===== src/rtl/enc_pkg.sv =====
// Shared encoder definitions: channel count, sample width, sample type and
// filter FSM states. The ADC reader and the DSP bus decoder also use this package.
package enc_pkg;

    localparam int ENC_NCH = 16;
    localparam int ENC_DW  = 16;

    typedef logic signed [ENC_DW-1:0] enc_sample_t;

    typedef enum logic [1:0] {
        IDLE = 2'd0,
        PROC = 2'd1,
        SWAP = 2'd2
    } enc_state_t;

endpackage


===== src/rtl/enc_hist_ram.sv =====
// Sample history store for the moving-average filter.
// Holds NCH channels x 2**LOG2_DEPTH slots. It has one write port and an
// asynchronous read port. Reset clears every entry, so the filter starts
// from a zero-filled window.
module enc_hist_ram #(
    parameter int NCH        = 16,
    parameter int DW         = 16,
    parameter int LOG2_DEPTH = 2
) (
    input  logic                    clk,
    input  logic                    rst_n,
    input  logic                    we,
    input  logic [$clog2(NCH)-1:0]  wr_ch,
    input  logic [LOG2_DEPTH-1:0]   wr_slot,
    input  logic [DW-1:0]           wr_data,
    input  logic [$clog2(NCH)-1:0]  rd_ch,
    input  logic [LOG2_DEPTH-1:0]   rd_slot,
    output logic [DW-1:0]           rd_data
);

    localparam int ENTRIES = NCH << LOG2_DEPTH;

    logic [DW-1:0] mem [ENTRIES];

    // Write the new sample into its channel/slot; reset zeroes the whole window
    always_ff @(posedge clk or negedge rst_n) begin
        if (!rst_n) begin
            for (int i = 0; i < ENTRIES; i++) begin
                mem[i] <= '0;
            end
        end else if (we) begin
            mem[{wr_ch, wr_slot}] <= wr_data;
        end
    end

    assign rd_data = mem[{rd_ch, rd_slot}];

endmodule


===== src/rtl/enc_avg_filter.sv =====
// Per-channel moving-average filter for the absolute-encoder snapshot.
// The block captures a full snapshot and filters one channel per cycle into
// the work bank. It then swaps banks, so the DSP only ever reads complete frames.
module enc_avg_filter
    import enc_pkg::*;
#(
    parameter int NCH      = ENC_NCH,
    parameter int DW       = ENC_DW,
    parameter int LOG2_WIN = 2
) (
    input  logic              clk,
    input  logic              rst_n,
    input  logic              smp_valid,
    input  logic [NCH*DW-1:0] smp_data,
    input  logic              rd_en,
    input  logic [3:0]        rd_addr,
    output logic [DW-1:0]     rd_data,
    output logic              frame_rdy,
    output logic [7:0]        frame_cnt,
    output logic              warm,
    output logic              overrun,
    input  logic              clr_ovr
);

    localparam int CHW = $clog2(NCH);
    localparam int SW  = DW + LOG2_WIN;
    localparam logic [LOG2_WIN:0] WIN_CNT = (LOG2_WIN+1)'(1 << LOG2_WIN);

    enc_state_t            state;
    logic [CHW-1:0]        ch;
    logic [NCH*DW-1:0]     cap_reg;
    logic [LOG2_WIN-1:0]   wptr;
    logic                  pub_sel;
    logic [LOG2_WIN:0]     fill;

    logic [SW-1:0]         sum_q [NCH];
    logic [DW-1:0]         bank0 [NCH];
    logic [DW-1:0]         bank1 [NCH];

    logic [DW-1:0]         new_smp;
    logic [DW-1:0]         old_smp;
    logic [SW-1:0]         sum_next;
    logic [DW-1:0]         avg_next;
    logic                  proc_act;

    assign proc_act = (state == PROC);
    assign new_smp  = cap_reg[ch*DW +: DW];

    // The sum is widened by LOG2_WIN bits, so a full window of DW-bit samples cannot overflow it.
    // Two's-complement wrap gives the same bits whether the operands are signed or unsigned.
    assign sum_next = sum_q[ch]
                    + {{LOG2_WIN{new_smp[DW-1]}}, new_smp}
                    - {{LOG2_WIN{old_smp[DW-1]}}, old_smp};

    // Taking the upper DW bits is an arithmetic shift right by LOG2_WIN, which rounds toward -inf.
    assign avg_next = sum_next[SW-1:LOG2_WIN];

    enc_hist_ram #(
        .NCH        (NCH),
        .DW         (DW),
        .LOG2_DEPTH (LOG2_WIN)
    ) u_hist (
        .clk     (clk),
        .rst_n   (rst_n),
        .we      (proc_act),
        .wr_ch   (ch),
        .wr_slot (wptr),
        .wr_data (new_smp),
        .rd_ch   (ch),
        .rd_slot (wptr),
        .rd_data (old_smp)
    );

    // Frame sequencing: capture, walk the channels, publish, plus status flags
    always_ff @(posedge clk or negedge rst_n) begin
        if (!rst_n) begin
            state     <= IDLE;
            ch        <= '0;
            cap_reg   <= '0;
            wptr      <= '0;
            pub_sel   <= 1'b0;
            fill      <= '0;
            frame_rdy <= 1'b0;
            frame_cnt <= '0;
            warm      <= 1'b0;
            overrun   <= 1'b0;
        end else begin
            frame_rdy <= 1'b0;

            if (smp_valid && (state != IDLE)) begin
                overrun <= 1'b1;
            end else if (clr_ovr) begin
                overrun <= 1'b0;
            end

            case (state)
                IDLE: begin
                    if (smp_valid) begin
                        cap_reg <= smp_data;
                        ch      <= '0;
                        state   <= PROC;
                    end
                end
                PROC: begin
                    ch <= ch + 1'b1;
                    if (ch == CHW'(NCH-1)) begin
                        state <= SWAP;
                    end
                end
                SWAP: begin
                    wptr      <= wptr + 1'b1;
                    pub_sel   <= ~pub_sel;
                    frame_rdy <= 1'b1;
                    frame_cnt <= frame_cnt + 8'd1;
                    if (fill != WIN_CNT) begin
                        fill <= fill + 1'b1;
                    end
                    if (fill >= WIN_CNT - 1'b1) begin
                        warm <= 1'b1;
                    end
                    state <= IDLE;
                end
                default: state <= IDLE;
            endcase
        end
    end

    // Running sums and the work bank (the bank the DSP is not currently reading)
    always_ff @(posedge clk or negedge rst_n) begin
        if (!rst_n) begin
            for (int i = 0; i < NCH; i++) begin
                sum_q[i] <= '0;
                bank0[i] <= '0;
                bank1[i] <= '0;
            end
        end else if (proc_act) begin
            sum_q[ch] <= sum_next;
            if (pub_sel) begin
                bank0[ch] <= avg_next;
            end else begin
                bank1[ch] <= avg_next;
            end
        end
    end

    // Registered DSP read from the published bank; the value holds while rd_en is low
    always_ff @(posedge clk or negedge rst_n) begin
        if (!rst_n) begin
            rd_data <= '0;
        end else if (rd_en) begin
            rd_data <= pub_sel ? bank1[rd_addr] : bank0[rd_addr];
        end
    end

endmodule

===== config.mk =====
export PLATFORM = sky130hd
export DESIGN_NAME = enc_avg_filter
export DESIGN_NICKNAME = d
export VERILOG_FILES = /design/src/rtl/enc_pkg.sv /design/src/rtl/enc_hist_ram.sv /design/src/rtl/enc_avg_filter.sv
export SDC_FILE = /design/constraint.sdc
export NUM_CORES = 2
export LEC_CHECK = 0
export ABC_CLOCK_PERIOD_IN_PS = 16500
export BUFFER_PORTS_ARGS = -buffer_cell sky130_fd_sc_hd__buf_2
export CORE_ASPECT_RATIO = 0.8
export CORE_UTILIZATION = 61
export CTS_CLUSTER_SIZE = 14
export DETAILED_ROUTE_END_ITERATION = 16
export GPL_ROUTABILITY_DRIVEN = 0
export PLACE_DENSITY = 0.78
export SYNTH_ARGS = -nofsm -noshare
export SYNTH_HDL_FRONTEND = slang
export SYNTH_HIERARCHICAL = 1
export SYNTH_SLANG_ARGS = --single-unit
export TNS_END_PERCENT = 100

===== constraint.sdc =====
create_clock -name clk -period 16.5 [get_ports clk]
set_input_delay 1.65 -clock clk [delete_from_list [all_inputs] [get_ports clk]]
set_output_delay 1.65 -clock clk [all_outputs]
set_load 0.02 [all_outputs]

### Word-level counts from Yosys, hierarchy flattened

Index checks and enable logic that the tools add are counted.

| word-level totals | value |
|---|---|
| register bits | 2119 |
| input bits | 265 |
| output and inout bits | 27 |
| word-level logic and storage cells | 191 |

| operators by class | value |
|---|---|
| add/sub/neg operators | 6 |
| $lt $le $gt $ge | 6 |
| equality and inequality tests | 6 |
| shift-type cells | 1 |
| muxes and demuxes | 31 |
| bitwise gates (word level) | 4 |
| reduce and logical (&&, ||, !) cells | 14 |

Operators by type and width:

| kind | number |
|---|---|
| bitwise mux 1024 bit | 1 |
| bitwise mux 256 bit | 2 |
| bitwise mux 288 bit | 1 |
| indexed part select 256 x 9 -> 16 bit | 1 |
| two-way mux 16 bit | 9 |
| binary-select mux 16 bit (select 4 bit) | 2 |
| binary-select mux 16 bit (select 6 bit) | 1 |
| demux 16 bit (select 6 bit) | 1 |
| binary-select mux 18 bit (select 4 bit) | 1 |
| demux 18 bit (select 4 bit) | 1 |
| demux 16 bit (select 4 bit) | 1 |
| two-way mux 18 bit | 3 |
| adder 18 bit | 1 |
| subtractor 18 bit | 1 |
| AND reduction 2 bit | 7 |
| greater-or-equal comparator 5 bit, second input constant | 2 |
| inverter 4 -> 5 bit | 2 |
| adder 8 x 1 -> 8 bit, second input constant | 1 |
| case mux 4 bit (2 select lines) | 1 |
| greater-or-equal comparator 7 bit, second input constant | 1 |
| less-than comparator 7 x 1 -> 1 bit, second input constant | 1 |
| inverter 6 -> 7 bit | 1 |
| nonzero test 2 bit | 3 |
| less-than comparator 5 x 1 -> 1 bit, second input constant | 1 |
| 17 further kinds | 22 |

### Longest topological paths before layout

| logic depth | value |
|---|---|
| word-level depth | 7 |
| depth in mapped cells | 22 |
| mapped depth without buffers | 15 |

### By module

The synthesis kept the hierarchy.

Modules (own cells, without submodules):

| module | times used | cells each | area an instance (sq um) | seq. area each (sq um) |
|---|---|---|---|---|
| enc_avg_filter | 1 | 4299 | 50076.8 | 27401.3 |
| enc_hist_ram | 1 | 3024 | 47122.7 | 25624.6 |

### Worst setup path before layout

Ideal clock, no wire load.

| timing path | value |
|---|---|
| kind | register to register |
| from | register ch[0] |
| to | register sum_q[232] in the netlist's numbering |
| library setup time | 0.082 ns |
| arrival time | 5.209 ns |
| required time | 16.418 ns |
| path slack | 11.209 ns |
| stages on the path, launching flop included | 20 |
| buffers on the path | 5 |
| period minus slack after synthesis | 5.291 ns |
| cell sequence | dfrtp_1 -> buf_2 -> clkbuf_1 -> buf_1 -> mux4_2 -> mux4_2 -> inv_1 -> ha_1 -> inv_1 -> ha_1 -> inv_1 -> fa_1 -> nor2b_1 -> o211ai_1 -> a31oi_1 -> o21a_1 -> mux2_2 -> clkbuf_1 -> clkbuf_1 -> a31oi_1 |

| between the ends | value |
|---|---|
| longest elaborated chain between the ends | 7 |
| elaborated cells on any way between the ends | 17 |
| classes of those cells | add/sub (2); order compare (2); shift (1); mux (9); bitwise (2); reduce/logical (1) |

RTL lines:

| element | line | source |
|---|---|---|
| start: declaration | enc_avg_filter.sv:30 | `logic [CHW-1:0] ch;` |
| start signal: assignment | enc_avg_filter.sv:105 | `ch <= ch + 1'b1;` |
| branches (longest 6 deep; another with adder 18 bit) | n/a |  |
| bitwise mux 288 bit * | enc_avg_filter.sv:137 | `sum_q[ch] <= sum_next;` |
| end signal: indexed assignment | enc_avg_filter.sv:137 |  |
| end: declaration | enc_avg_filter.sv:36 | `logic [SW-1:0] sum_q [NCH];` |

Every way passes the cells marked *. The select of a mux whose other input is x is not followed.
A chain may end at the register's enable or synchronous reset.

### Worst setup path in the final report

| timing path | value |
|---|---|
| from | register wptr[0] |
| to | register bank0[216] in the netlist's numbering |

| between the ends | value |
|---|---|
| longest elaborated chain between the ends | 6 |

RTL lines:

| element | line | source |
|---|---|---|
| start: declaration | enc_avg_filter.sv:32 | `logic [LOG2_WIN-1:0] wptr;` |
| start signal: assignment | enc_avg_filter.sv:111 | `wptr <= wptr + 1'b1;` |
| inverter 6 -> 7 bit (implied by the code) | enc_hist_ram.sv:36 | `assign rd_data = mem[{rd_ch, rd_slot}];` |
| binary-select mux 16 bit (select 6 bit) | enc_hist_ram.sv:36 |  |
| two-way mux 16 bit (implied by the code) (2 in a row) | enc_hist_ram.sv:36 |  |
| via old_smp[1] | enc_avg_filter.sv:41 | `logic [DW-1:0] old_smp;` |
| subtractor 18 bit | enc_avg_filter.sv:53 | `- {{LOG2_WIN{old_smp[DW-1]}}, old_smp};` |
| bitwise mux 256 bit | enc_avg_filter.sv:139 | `bank0[ch] <= avg_next;` |
| end signal: indexed assignment | enc_avg_filter.sv:139 |  |
| end: declaration | enc_avg_filter.sv:37 | `logic [DW-1:0] bank0 [NCH];` |

The timed path passes the listed nets, and every way through them passes these cells. The select of a mux whose other input is x is not followed.

==> results.yml <==
grt:
  grt_overflow: 0
  grt_max_degree: 181
  grt_antenna_before_repair: 37
  track_usage_pct: 32.8
  grt_pass1_vias: 65002
  grt_pass1_wl_mm: 402
logic_synthesis:
  synth_edf_count: 0
  syn_nets: 7632
  syn_inst: 7323
  synth_top_area_cell: "dfrtp_1"
  synth.avg_cell_area_um2: 13.3
  synth_area_leaders: "dfrtp_1, mux2_2, mux4_2"
  synth_top_area_share_pct: 54.6
  synth_area_mm2: 0.0972
  async_reset_ff_share_pct: 100
  synth_commonest_cells: "dfrtp_1, mux2_2, nand2_1"
  synth_flop_cell: "dfrtp_1"
  ys.warnings.count: 6
  yosysMostFrequentCell: "dfrtp_1"
  seq_area_frac_synth_pct: 54.6
  synth.distinct_cells: 66
  ys_seq_elements: 2119
place:
  place_area_mm2: 0.0996
  hpwl_mm: 159
  port_buffers: 291
layout:
  finalNetCount: 7584
  largest_register_ffs: 1024
  area_growth_pct: 9.82
  fin_area_mm2: 0.107
  drive_above_1_share_pct: 37.2
  top_register: "u_hist/mem"
  utilization_pct: 67.7
  top_regs: "u_hist/mem: 1024 flops, sum_q: 288 flops"
run_status:
  violations: "capacitance limit, slew limit"
  status: "finished, violations left"
clocking:
  cts_hold_buffers: 0
  clockRootBuffer: "clkbuf_16"
  post_cts_resized: 0
  clock_latency_ns: 0.85
  htreeDepth: 4
  path_clk_slew_ns: 0.06
  cts_tree: "yes"
  post-cts-setup-buffers: 0
  cts.sinks: 2119
  numCtsBuffers: 202
  cts_buffer_depth: 3
sta:
  setup_viol: 0
  max_freq_mhz: 128
  tightest_slew_ns: 1.56
  maxSlewHeadroom_pct: -4.24
  layout_worst_path_cycle_share_pct: 47.4
  rsz0062_at_grt: "no"
  fin_tns_setup_ns: 0
  slew_viol_final: 25
  fin_skew_ns: 0.0685
  hold_viol: 0
  fin_crit_ns: 7.82
die:
  coreArea_mm2: 0.158
  ios: 292
  die_height_um: 359
  die_area_mm2: 0.161
  rows: 130
  die_w_um: 448
  initial_utilization_pct: 61.7
setup_path:
  cp_max_fo: 106
  cp-end-kind: "flip-flop"
  startpoint_type: "flip-flop"
  rrSetupSlack_ns: 8.68
  r2r-end: "bank0[216]"
  worstPathArrival_ns: 8.54
  r2r-start: "wptr[0]"
  r2r.worst_path.cells: 17
  crit_required_ns: 17.22
  worstSetupPathType: "flip-flop to flip-flop"
routing:
  viasPerCell: 6.60
  firstDrtPassIters: 9
  wl_mm: 259
  final_antenna_net_count: 0
  drt_first_iter_violations: 6668
  drc: 0
  vias: 63288
  wl_per_cell_um: 27.0
hold_path:
  hold_path_end: "frame_cnt[7]"
  worstHoldStart: "frame_cnt[7]"
  hold_depth: 1
  hp-class: "flip-flop to flip-flop"
run:
  maxCapViolations: 1
-- cells by family after synthesis --
| kind of cell | share of synthesized area (%) |
|---|---|
| adders and majority gates | 0.698 |
| DFF | 54.6 |
| and+or+nand+nor | 6.19 |
| buffers and inverters | 3.48 |
| muxes | 28.7 |
| xor gates and xnor gates | 0.224 |
| AOI/OAI and AO/OA | 6.20 |
-- how the worst max path moves through the flow --
stage | start | to
2_1_floorplan | ch[0] | sum_q[232]
3_3_place_gp | wptr[0] | bank1[24]
3_5_place_dp | wptr[0] | bank0[232]
4_1_cts | wptr[0] | bank0[216]
5_1_grt | wptr[0] | bank0[216]
6_report | wptr[0] | bank0[216]
-- worst max-delay path, stage by stage (launching register included) --
cell and delay (ns):
dfrtp_4 0.86, buf_12 0.62, buf_4 0.90, mux4_2 0.60, a22oi_1 0.20, nand4_1 0.21
nand2_1 0.26, nor2_1 0.10, fa_1 0.52, fa_1 0.50, nor2b_1 0.19, o211ai_1 0.13
a31oi_1 0.41, o21a_1 0.19, buf_4 0.54, nor2_1 0.42, buf_4 0.33, o311ai_0 0.39
-- area by class of cell --
| type | count | area, um2 |
|---|---|---|
| tap | 2112 | 2640 |
| timing repair buffer | 431 | 2630 |
| fill | 10622 | 50900 |
| antenna | 30 | 75.1 |
| multi-input combinational | 4445 | 41000 |
| sequential | 2119 | 53000 |
| inverter | 76 | 285 |
| clock buffer | 297 | 5990 |
| clock inverter | 74 | 1050 |
-- per-layer routing --
layer  track usage, %  routed length (um)  vias up
li1                 -                   -    26397
met1             48.9              108000    33329
met2             47.3              116000     3004
met3             8.84               25900      542
met4             10.7                8410       16
met5                0                 103        -
-- per-stage QoR --
step	cells	worst slack, ns	hold WS [ns]
global placement	9183	8.94	0.454
floorplan	7323	11.21	0.441
CTS	9554	8.75	0.476
finish	9584	8.68	0.471
global route	9579	8.28	0.490
detailed placement	9183	8.80	0.458
-- layout by cell type (no fill, tap or decap), types with 22 or more instances in the layout --
cell / netlist / layout
mux2_2: 1344 / 1344
buf_2: 82 / 288
or4_1: 48 / 48
nand2_1: 895 / 895
mux2i_1: 23 / 23
inv_1: 73 / 73
a22oi_1: 75 / 75
nor2_1: 161 / 161
o311ai_0: 33 / 32
a21oi_1: 68 / 68
buf_4: 41 / 133
o22ai_1: 22 / 22
nand3_1: 86 / 82
diode_2: 0 / 30
clkbuf_8: 0 / 55
a31oi_1: 67 / 66
ha_1: 27 / 27
nand4_1: 26 / 26
dfrtp_1: 2119 / 2113
nor2_2: 36 / 36
o21ai_0: 745 / 745
clkinv_2: 0 / 36
clkbuf_1: 476 / 39
clkbuf_16: 0 / 204
mux4_2: 553 / 553
Power is left out: the tool's default activity adds up to more than one toggle a clock period on the data nets, which glitch-free logic cannot reach.
